[src/rtl/counter_ctrl_fsm.sv]
// counter_ctrl_fsm: interval-timer controller for an external 32-bit up/down
// counter. It loads the counter with the interval, watches the counter's
// registered terminal-count flag and raises a sticky irq on each expiry.
// In one-shot mode the timer returns to idle; in periodic mode it reloads.
// Optional feature macro: COUNTER_CTRL_WRAPCNT_EN. When defined, wrap_cnt
// counts expiries since reset. When undefined, wrap_cnt is tied to zero.
module counter_ctrl_fsm (
  input  logic        clk,
  input  logic        rst_n,
  input  logic        start,
  input  logic        stop,
  input  logic        mode,
  input  logic        dir,
  input  logic [31:0] period,
  input  logic [31:0] cnt,
  input  logic        Rc,
  input  logic        irq_ack,
  output logic        Load,
  output logic        s,
  output logic [31:0] PData,
  output logic        irq,
  output logic        busy,
  output logic [15:0] wrap_cnt
);

  typedef enum logic [1:0] {
    IDLE = 2'd0,
    LOAD = 2'd1,
    RUN  = 2'd2
  } state_t;

  state_t      state;
  state_t      state_nxt;

  logic        mode_l;
  logic        dir_l;
  logic        first_run;

  logic        load_nxt;
  logic        s_nxt;
  logic        busy_nxt;
  logic [31:0] pdata_nxt;

  logic        go;
  logic        expiry;
  logic        dir_sel;

  // Next-state and next-output logic; outputs are registered from the next state.
  always_comb begin
    state_nxt = state;
    load_nxt  = 1'b0;
    s_nxt     = s;
    busy_nxt  = 1'b0;
    pdata_nxt = PData;

    // stop beats start in idle; start is ignored everywhere else
    go      = (state == IDLE) && start && !stop;
    // Rc is stale during the first RUN cycle because the counter held it over Load
    expiry  = (state == RUN) && !first_run && Rc && !stop;
    // a fresh start uses the live dir input; a periodic reload uses the latched one
    dir_sel = (state == IDLE) ? dir : dir_l;

    case (state)
      IDLE: begin
        if (go) begin
          state_nxt = LOAD;
        end
      end
      LOAD: begin
        state_nxt = stop ? IDLE : RUN;
      end
      RUN: begin
        if (stop) begin
          state_nxt = IDLE;
        end else if (expiry) begin
          state_nxt = mode_l ? LOAD : IDLE;
        end
      end
      default: begin
        state_nxt = IDLE;
      end
    endcase

    case (state_nxt)
      IDLE: begin
        load_nxt = 1'b1;
        busy_nxt = 1'b0;
        // Capture cnt only when leaving LOAD/RUN. While idle the counter keeps
        // reloading this value, so holding it freezes the count. Re-sampling
        // cnt every idle cycle would chase the counter's last step and oscillate.
        if (state != IDLE) begin
          pdata_nxt = cnt;
        end
      end
      LOAD: begin
        load_nxt  = 1'b1;
        busy_nxt  = 1'b1;
        s_nxt     = dir_sel;
        // An up-count from ~P reaches all-ones after exactly P steps, mirroring a down-count from P to 0
        pdata_nxt = dir_sel ? ~period : period;
      end
      RUN: begin
        load_nxt = 1'b0;
        busy_nxt = 1'b1;
      end
      default: begin
        load_nxt = 1'b1;
      end
    endcase
  end

  // State register, registered Moore outputs, and the mode/dir latched at start.
  always_ff @(posedge clk) begin
    if (!rst_n) begin
      state     <= IDLE;
      Load      <= 1'b1;
      s         <= 1'b0;
      PData     <= 32'd0;
      busy      <= 1'b0;
      mode_l    <= 1'b0;
      dir_l     <= 1'b0;
      first_run <= 1'b0;
    end else begin
      state     <= state_nxt;
      Load      <= load_nxt;
      s         <= s_nxt;
      PData     <= pdata_nxt;
      busy      <= busy_nxt;
      first_run <= (state_nxt == RUN) && (state != RUN);
      if (go) begin
        mode_l <= mode;
        dir_l  <= dir;
      end
    end
  end

  // Sticky expiry flag; a coincident expiry wins over irq_ack.
  always_ff @(posedge clk) begin
    if (!rst_n) begin
      irq <= 1'b0;
    end else if (expiry) begin
      irq <= 1'b1;
    end else if (irq_ack) begin
      irq <= 1'b0;
    end
  end

`ifdef COUNTER_CTRL_WRAPCNT_EN
  logic [15:0] wrap_q;

  // Expiry counter, wrapping modulo 2^16.
  always_ff @(posedge clk) begin
    if (!rst_n) begin
      wrap_q <= 16'd0;
    end else if (expiry) begin
      wrap_q <= wrap_q + 16'd1;
    end
  end

  assign wrap_cnt = wrap_q;
`else
  assign wrap_cnt = 16'd0;
`endif

endmodule

[config.mk]
export PLATFORM = sky130hd
export DESIGN_NAME = counter_ctrl_fsm
export DESIGN_NICKNAME = d
export VERILOG_FILES = /design/src/rtl/counter_ctrl_fsm.sv
export SDC_FILE = /design/constraint.sdc
export NUM_CORES = 1
export LEC_CHECK = 0
export BUFFER_PORTS_ARGS = -buffer_cell sky130_fd_sc_hd__buf_4
export CAP_MARGIN = 20
export CORE_UTILIZATION = 40
export DETAILED_ROUTE_END_ITERATION = 10
export GPL_TIMING_DRIVEN = 0
export PLACE_DENSITY = 0.75
export SYNTH_ARGS = -nofsm -noshare
export SYNTH_HDL_FRONTEND = slang
export SYNTH_SLANG_ARGS = --single-unit
[constraint.sdc]
create_clock -name clk -period 2.25 [get_ports clk]
set_input_delay 0.225 -clock clk [delete_from_list [all_inputs] [get_ports clk]]
set_output_delay 0.225 -clock clk [all_outputs]
set_load 0.02 [all_outputs]
# Yosys cells after proc, flatten, opt, wreduce, memory -nomap -nowiden
# Cells that the tools add are included.
# word_totals
ff_bits	41
inputBits	72
output_inout_bits	52
wordCells	45
# op_classes
eq_ne	6
mux	14
bitwise_logic	1
n_reduce_logical	15
# ops
op	n
$mux W32	2
$pmux W32 S2	1
$not A32 Y32	1
$mux W2	4
$logic_and A1 B1 Y1	6
$mux W1	6
$pmux W2 S3	1
$reduce_bool A2 Y1	3
$eq A2 B1 Y1 const B	2
$eq A2 B2 Y1 const B	2
$logic_not A2 Y1	2
$ne A2 B2 Y1 const B	2
$logic_not A1 Y1	2
$reduce_and A2 Y1	1
$reduce_or A2 Y1	1

# Logic depth before layout (Yosys ltp)
# Gate-level depths: netlist of the first run.
# depth
word_depth	10
depth_mapped	9
ltp_nobuf	7

# Worst setup path after synthesis of the first run
# Ideal clock, no wire load.
# synth_timing
path_type	register -> register
from	reg state[0]
to	reg PData[22]
setup_time_ns	0.117
arrival_time_ns	2.185
required_ns	2.133
slack_ns	-0.052
path_stages_with_launch	10
n_path_buf	2
period_less_slack_ns	2.302
path_cell_list	dfxtp_1 > nor4b_2 > a41oi_1 > inv_1 > ha_1 > buf_4 > buf_2 > mux2i_1 > nand3_1 > a32o_1
# synth_between
elab_chain_len	10
elab_cells_between_ends	21
cone_classes	eq/ne: 4; mux: 7; reduce/logical: 10
# synth_rtl
element	line_no	rtl
start: declaration	32	state_t state;
start signal: assignment	124	state <= state_nxt;
$eq A2 B2 Y1	59, 63	
$logic_and A1 B1 Y1 (3 in a row)	59	expiry = (state == RUN) && !first_run && Rc && !stop;
$mux W2	75	end else if (expiry) begin
$mux W2	73	if (stop) begin
$pmux W2 S3 (*)	63	case (state)
named net state_nxt[0]	33	state_t state_nxt;
$eq A2 B1 Y1 or $logic_not A2 Y1 (tied branches)	84	case (state_nxt)
$reduce_bool A2 Y1 (no source line) or $ne A2 B2 Y1 (tied branches)	--	
$reduce_and A2 Y1 (no source line)	--	
end signal: assignment	127	PData <= pdata_nxt;
end: declaration	20	output logic [31:0] PData,
# The timed path passes the listed nets; every way through them passes the cells marked *.
# A chain may end at the register's enable or synchronous reset.

# Final worst setup path of the first run
# layout_timing
from	reg state[1]
to	reg PData[19]
# layout_between
elab_chain_len	10
elab_cells_between_ends	21
cone_classes	eq/ne: 4; mux: 7; reduce/logical: 10
# layout_rtl
element	line_no
$eq A2 B2 Y1	59, 63
$logic_and A1 B1 Y1 (3 in a row)	59
$mux W2	75
$mux W2	73
$pmux W2 S3	63
$eq A2 B1 Y1 or $logic_not A2 Y1 (tied branches)	84
$reduce_bool A2 Y1 (no source line) or $ne A2 B2 Y1 (tied branches)	--
$reduce_and A2 Y1 (no source line)	--
# Several ways; a longest one is shown, not always the timed one.

==> impl_results.md, run 1 <==
* Nets at 458
* Initial antenna violation count at 0
* Mapped Avg Cell Area at 9.679 µm²
* Total chip power at 1.913 mW
* Via-to-Cell Ratio at 5.511
* Fin Setup TNS at 0 ns
* HPWL after DPL at 5061 µm
* Num rows at 27
* Critical-path top delay cell: dfxtp_4
* Crit path kind: reg -> reg
* Worst Skew at 0.003347 ns
* Post-Synthesis Cells at 250
* Crit path max-delay family: simple AND/OR/NAND/NOR gates
* Area contributors post-synth: dfxtp_1 (34%), mux2i_1 (14%), a32o_1 (13%)
* # diodes at 0
* Largest net degree at the start of global routing at 12
* Io pins at 124
* Ys async rst share at 0%
* Area grow syn2layout at 48.24%
* P per Cell Area at 533.3 nW/µm²
* Cell leakage power at 1.624 nW
* Outcome: complete, no violations
* Cts bufs inserted at 5
* Root buffer cell: clkbuf_8
* Worst path arrival time at 2.31 ns
* Critical Path Source Type: flop
* Critical path cell sequence: nor2b_4, a21oi_2, or2_4, ha_1, nor3b_2, o21a_2, clkbuf_4, a32o_1
* DR WL/cell at 15.48 µm
* Final Instance Count excl. Fillers at 454
* CTS max path bufs at 2
* IO Port Bufs at 107
* Total GRT Usage at 21.32%
* Min cycle time layout at 2.130 ns
* Via count at 2502
* Initial Util at 42.64%
* Final ANT Viol Nets at 0
* Leading area contributor after synthesis: dfxtp_1
* CP required at 2.43 ns
* Total congestion overflow at 0
* Final Max Tran Viols at 0
* Fmax at 0.4695 GHz
* # fillers at 513
* Area of the core at 5675 µm²
* Placed cells at 444
* Buffers plus inverters on the worst setup path at 1
* Peak supply drop at 0.3460 mV
* Syn Std Cell Area at 2420 µm²
* Share of cells above drive strength 1 at 45.03%
* Post-route clock period utilization at 94.67%
* Ys flop type: dfxtp_1
* Share of the synthesized area in the top cell type at 33.92%
* Die X at 79.78 µm
* GPL Wtd Cong at 0.7452
* Worst-case hold slack at 0.1597 ns
* Number of global-route vias before repair at 2280
* Max-cap violations at 0
* Synth Register Bits at 41
* Ys Warns at 0
* CP Max Fanout at 10
* CTS tree: yes
* Hold Vio Cnt, Final at 0
* Part of the Yosys area used for sequential elements at 33.92%
* Clk_lat worst skew at 0.29 ns
* Worst Setup End Kind: flop
* Die height at 79.78 µm
* Leading cell type in the layout, fill and taps excluded: buf_4
* First-pass GRT wire length at 10600 µm
* Final routed DRC violation total at 0
* DRT Wirelength at 7030 µm
* CTS clk-pin slew, worst paths at 0.07 ns
* Hold Crit Class: in -> reg
* Htree depth at 2
* DIE AREA at 6365 µm²
* Crit-path max cell delay at 0.41 ns
* Final setup viols at 0
* Distinct cells, synth at 28
* RSZ-0062 raised after global routing: no
* Hold-fix buffers, CTS at 0
* Initial DRC Count at 137
* Most frequent cells in the layout: buf_4 (136), dfxtp_1 (39), mux2i_1 (34)
* Post-synth EDFFs at 0
* Clk sinks at 41
* DR pass1 iterations at 4
per-layer routing:
metal / vias up / track usage (%) / routed length (µm)
li1: 1203 / - / -
met1: 1190 / 27.05 / 3021
met2: 103 / 35.04 / 3336
met3: 6 / 6.057 / 621
met4: 0 / 6.071 / 51
met5: - / 0 / 0
final timing paths:
kind,depth (start not counted),slack (ns),startpoint,end
min reg2reg,1,0.47,PData[10],PData[10]
max reg2reg,8,0.12,state[1],PData[19]
min,2,0.16,stop,state[1]
max,8,0.12,state[1],PData[19]
sequential cells by signal, indices dropped and copies added, names as in the netlist:
name and count:
Load 1, PData 32, busy 1, dir_l 1, first_run 1, irq 1
mode_l 1, s 1, state 2
where the power goes:
part	internal, mW	leakage (nW)	switching, mW	total (mW)
Combinational	0.309	1.24	0.299	0.609
Clock	0.244	0.0443	0.241	0.485
Sequential	0.783	0.337	0.0361	0.819
Total	1.34	1.62	0.577	1.91
synthesized netlist by cell type, drive strengths merged, types with 2 or more instances:
| master | n |
|---|---|
| o211ai | 33 |
| clkbuf | 3 |
| nand3 | 32 |
| nor2b | 4 |
| dfxtp | 41 |
| nor3b | 2 |
| ha | 4 |
| nand2b | 2 |
| nor2 | 6 |
| o21a | 3 |
| buf | 39 |
| nor3 | 2 |
| mux2i | 34 |
| a32o | 32 |
| inv | 3 |
per-stage QoR:
stage | utilization, % | area [µm²] | setup slack (ns)
floorplan | - | 2486 | 0.005558
global placement | 59.55 | 3379 | -0.3083
detailed placement | 59.55 | 3379 | -0.3631
CTS | 61.93 | 3515 | 0.03627
global route | 63.21 | 3587 | 0.01571
finish | 63.21 | 3587 | 0.1199
final cells by class:
class                      instances  area, µm²  area share, %
buffer                            42      309.0          8.615
clock buffer                       7      86.33          2.407
inverter                           3      11.26         0.3139
multi-input combinational        179       1436          40.04
sequential                        41      828.3          23.09
tap                               72      90.09          2.511
timing repair buffer             110      825.8          23.02
cell families (layout without fill, tap and decap cells):
| group | after synthesis | in the layout | share of synthesized area (%) |
|---|---|---|---|
| AOI/OAI and AO/OA | 71 | 71 | 25.44 |
| and+or+nand+nor | 54 | 54 | 12.77 |
| buffers and inverters | 45 | 162 | 11.58 |
| DFF | 41 | 41 | 33.92 |
| muxes | 34 | 34 | 14.06 |
| adders and majority gates | 4 | 4 | 2.068 |
| other | 1 | 16 | 0.1550 |
repair_timing:
item / CTS / global route
resized for setup: 14 / 18
setup buffers: 1 / 2
pin swaps: 1 / 1
setup endpoints to repair: 33 / 31
(Power assumes the default switching activity.)
==> inputs of run 2 (changes only) <==
- PLACE_DENSITY: 0.75 -> 0.8
==> run 2 against run 1 <==
Clock-buffer cell count fell by 2. Maximum frequency fell by 0.89%. Cell count rose by 0.44%. Via count fell by 0.76%. Routed wire length rose by 1.6%. Clock skew rose by 0.0069 ns. Core utilization fell by 0.20 points. Sequential share of layout area rose by 0.073 points. Worst setup slack got worse by 0.019 ns. Combinational power fell by 0.7%. Largest cell class unchanged.
==> impl_results.md, run 2 (same netlist as run 1, synthesis figures left out) <==
* Sw Ratio at 31.70% (+1.6 points)
* Worst Skew at 0.01020 ns (+0.006854 ns)
* Number of global-route vias before repair at 2360 (+3.5%)
* Via count at 2483 (-0.76%)
* Final ANT Viol Nets at 0 (unchanged)
* CTS clk-pin slew, worst paths at 0.09 ns (+0.02 ns)
* CP Max Fanout at 10 (unchanged)
* Crit path max-delay family: compound AO/OA/AOI/OAI gates
* Area of the core at 5675 µm² (unchanged)
* Leading cell type in the layout, fill and taps excluded: buf_4
* HPWL after DPL at 5110 µm (+0.95%)
* Clk_lat worst skew at 0.30 ns (about the same)
* Crit-path max cell delay at 0.41 ns (about the same)
* # diodes at 0 (unchanged)
* Cts bufs inserted at 5 (unchanged)
* Fin util at 63.01% (-0.20 points)
* IO Port Bufs at 107 (unchanged)
* Final routed DRC violation total at 0 (unchanged)
* DR WL/cell at 15.66 µm (+1.1%)
* Int Power at 1.308 mW (-2.1%)
* Buffers plus inverters on the worst setup path at 3 (+2)
* Biggest register: PData
* Cell leakage power at 1.630 nW (+0.38%)
* Clock power frac at 25.7% (+0.4 points)
* Hold Crit Class: in -> reg
* # fillers at 518 (+0.97%)
* Area grow syn2layout at 47.78%
* Logic pwr share at 31.6% (-0.2 points)
* Nets at 459 (+0.22%)
* Root buffer cell: clkbuf_8
* Hold Vio Cnt, Final at 0 (unchanged)
* Finished Cell Area at 3576 µm² (-0.31%)
* Worst-case hold slack at 0.1333 ns (-0.02642 ns)
* Peak supply drop at 0.2982 mV (-14%)
* Setup Slack @ Placement at -0.4071 ns (-0.04399 ns)
* Dpl cell area at 3379 µm² (unchanged)
* Io pins at 124 (unchanged)
* Largest net degree at the start of global routing at 15 (+3)
* FF+latch area at 828.3 µm² (unchanged)
* Post-route clock period utilization at 95.52% (+0.85 points)
* Initial Util at 42.64% (unchanged)
* Sequential share of power at 42.7% (about the same)
* Reg2Reg Depth at 9 (+1)
* WHS Path Cells at 2 (unchanged)
* Final Instance Count excl. Fillers at 456 (+0.44%)
* Htree depth at 2 (unchanged)
* Total chip power at 1.915 mW (+0.13%)
* Area of the multi-input gates at 1423 µm² (-0.96%)
* Min cycle time layout at 2.149 ns (+0.01913 ns)
* Final setup viols at 0 (unchanged)
* GPL Wtd Cong at 0.7482 (+0.40%)
* Share of cells above drive strength 1 at 45.31% (+0.29 points)
* Crit path kind: reg -> reg
* Critical Path Source Type: flop
* CP required at 2.44 ns (about the same)
* Worst path arrival time at 2.34 ns (+0.03 ns)
* Die X at 79.78 µm (unchanged)
* Fin Setup TNS at 0 ns (unchanged)
* Initial DRC Count at 111 (-19%)
* CTS max path bufs at 2 (unchanged)
* DRT Wirelength at 7140 µm (+1.6%)
* First-pass GRT wire length at 10790 µm (+1.8%)
* Total congestion overflow at 0 (unchanged)
* Most frequent cells in the layout: buf_4 (134), dfxtp_1 (39), mux2i_1 (34)
* Die height at 79.78 µm (unchanged)
* Final setup margin at 0.1008 ns (-0.01913 ns)
* Outcome: complete, no violations
* P per Cell Area at 535.6 nW/µm² (+0.44%)
* Num rows at 27 (unchanged)
* Critical-path top delay cell: dfxtp_4
* Initial antenna violation count at 0 (unchanged)
* DR pass1 iterations at 5 (+1)
* Clk sinks at 41 (unchanged)
* Biggest regs: PData (32), state (2)
* Critical path cell sequence: nor2b_4, a41oi_2, inv_2, ha_4, buf_8, buf_6, mux2i_1, nand3_1, a32o_1
* Via-to-Cell Ratio at 5.445 (-1.2%)
* CP Depth at 9 (+1)
* Switch Pwr at 607.2 µW (+5.3%)
* Fmax at 0.4653 GHz (-0.89%)
* Total GRT Usage at 21.63% (+0.31 points)
* Worst Setup End Kind: flop
* Max reg flops at 32 (unchanged)
* CTS tree: yes
* Placed cells at 444 (unchanged)
* Max-cap violations at 0 (unchanged)
* DIE AREA at 6365 µm² (unchanged)
* Final Max Tran Viols at 0 (unchanged)
==> run 2: layer usage <==
| metal | vias to the layer above | GRT usage [%] | wire length, µm |
|---|---|---|---|
| met5 | - | 0 | 0 |
| li1 | 1207 | - | - |
| met4 | 0 | 5.536 | 65 |
| met2 | 101 | 36.92 | 3645 |
| met1 | 1166 | 26.82 | 2932 |
| met3 | 9 | 5.714 | 496 |
==> run 2: layout make-up <==
type / count / area share [%]
Multi-Input combinational cell: 179 / 39.78
Timing Repair Buffer: 111 / 23.30
Sequential cell: 41 / 23.16
Buffer: 42 / 8.362
Tap cell: 72 / 2.519
Clock buffer: 5 / 1.924
Clock inverter: 3 / 0.6298
Inverter: 3 / 0.3149
==> run 2: power groups by stage <==
stage / registers (mW) / clock network (mW) / logic (mW)
6_report: 0.819 / 0.492 / 0.605
5_1_grt: 0.826 / 0.535 / 0.645
4_1_cts: 0.819 / 0.504 / 0.594
3_5_place_dp: 0.837 / 0 / 0.585
3_3_place_gp: 0.835 / 0 / 0.574
2_1_floorplan: 0.900 / 0 / 0.271
==> run 2: worst paths after layout <==
check | startpoint | endpoint | slack, ns
min reg2reg | PData[30] | PData[30] | 0.47
max reg2reg | state[1] | PData[25] | 0.10
max | state[1] | PData[25] | 0.10
min | stop | state[1] | 0.13
==> run 2: timing repair <==
item,in CTS,in global routing
gates resized for setup,14,9
endpoints found under the setup margin,33,31
setup buffers,1,3
hold buffers,0,0
pin swaps,1,0
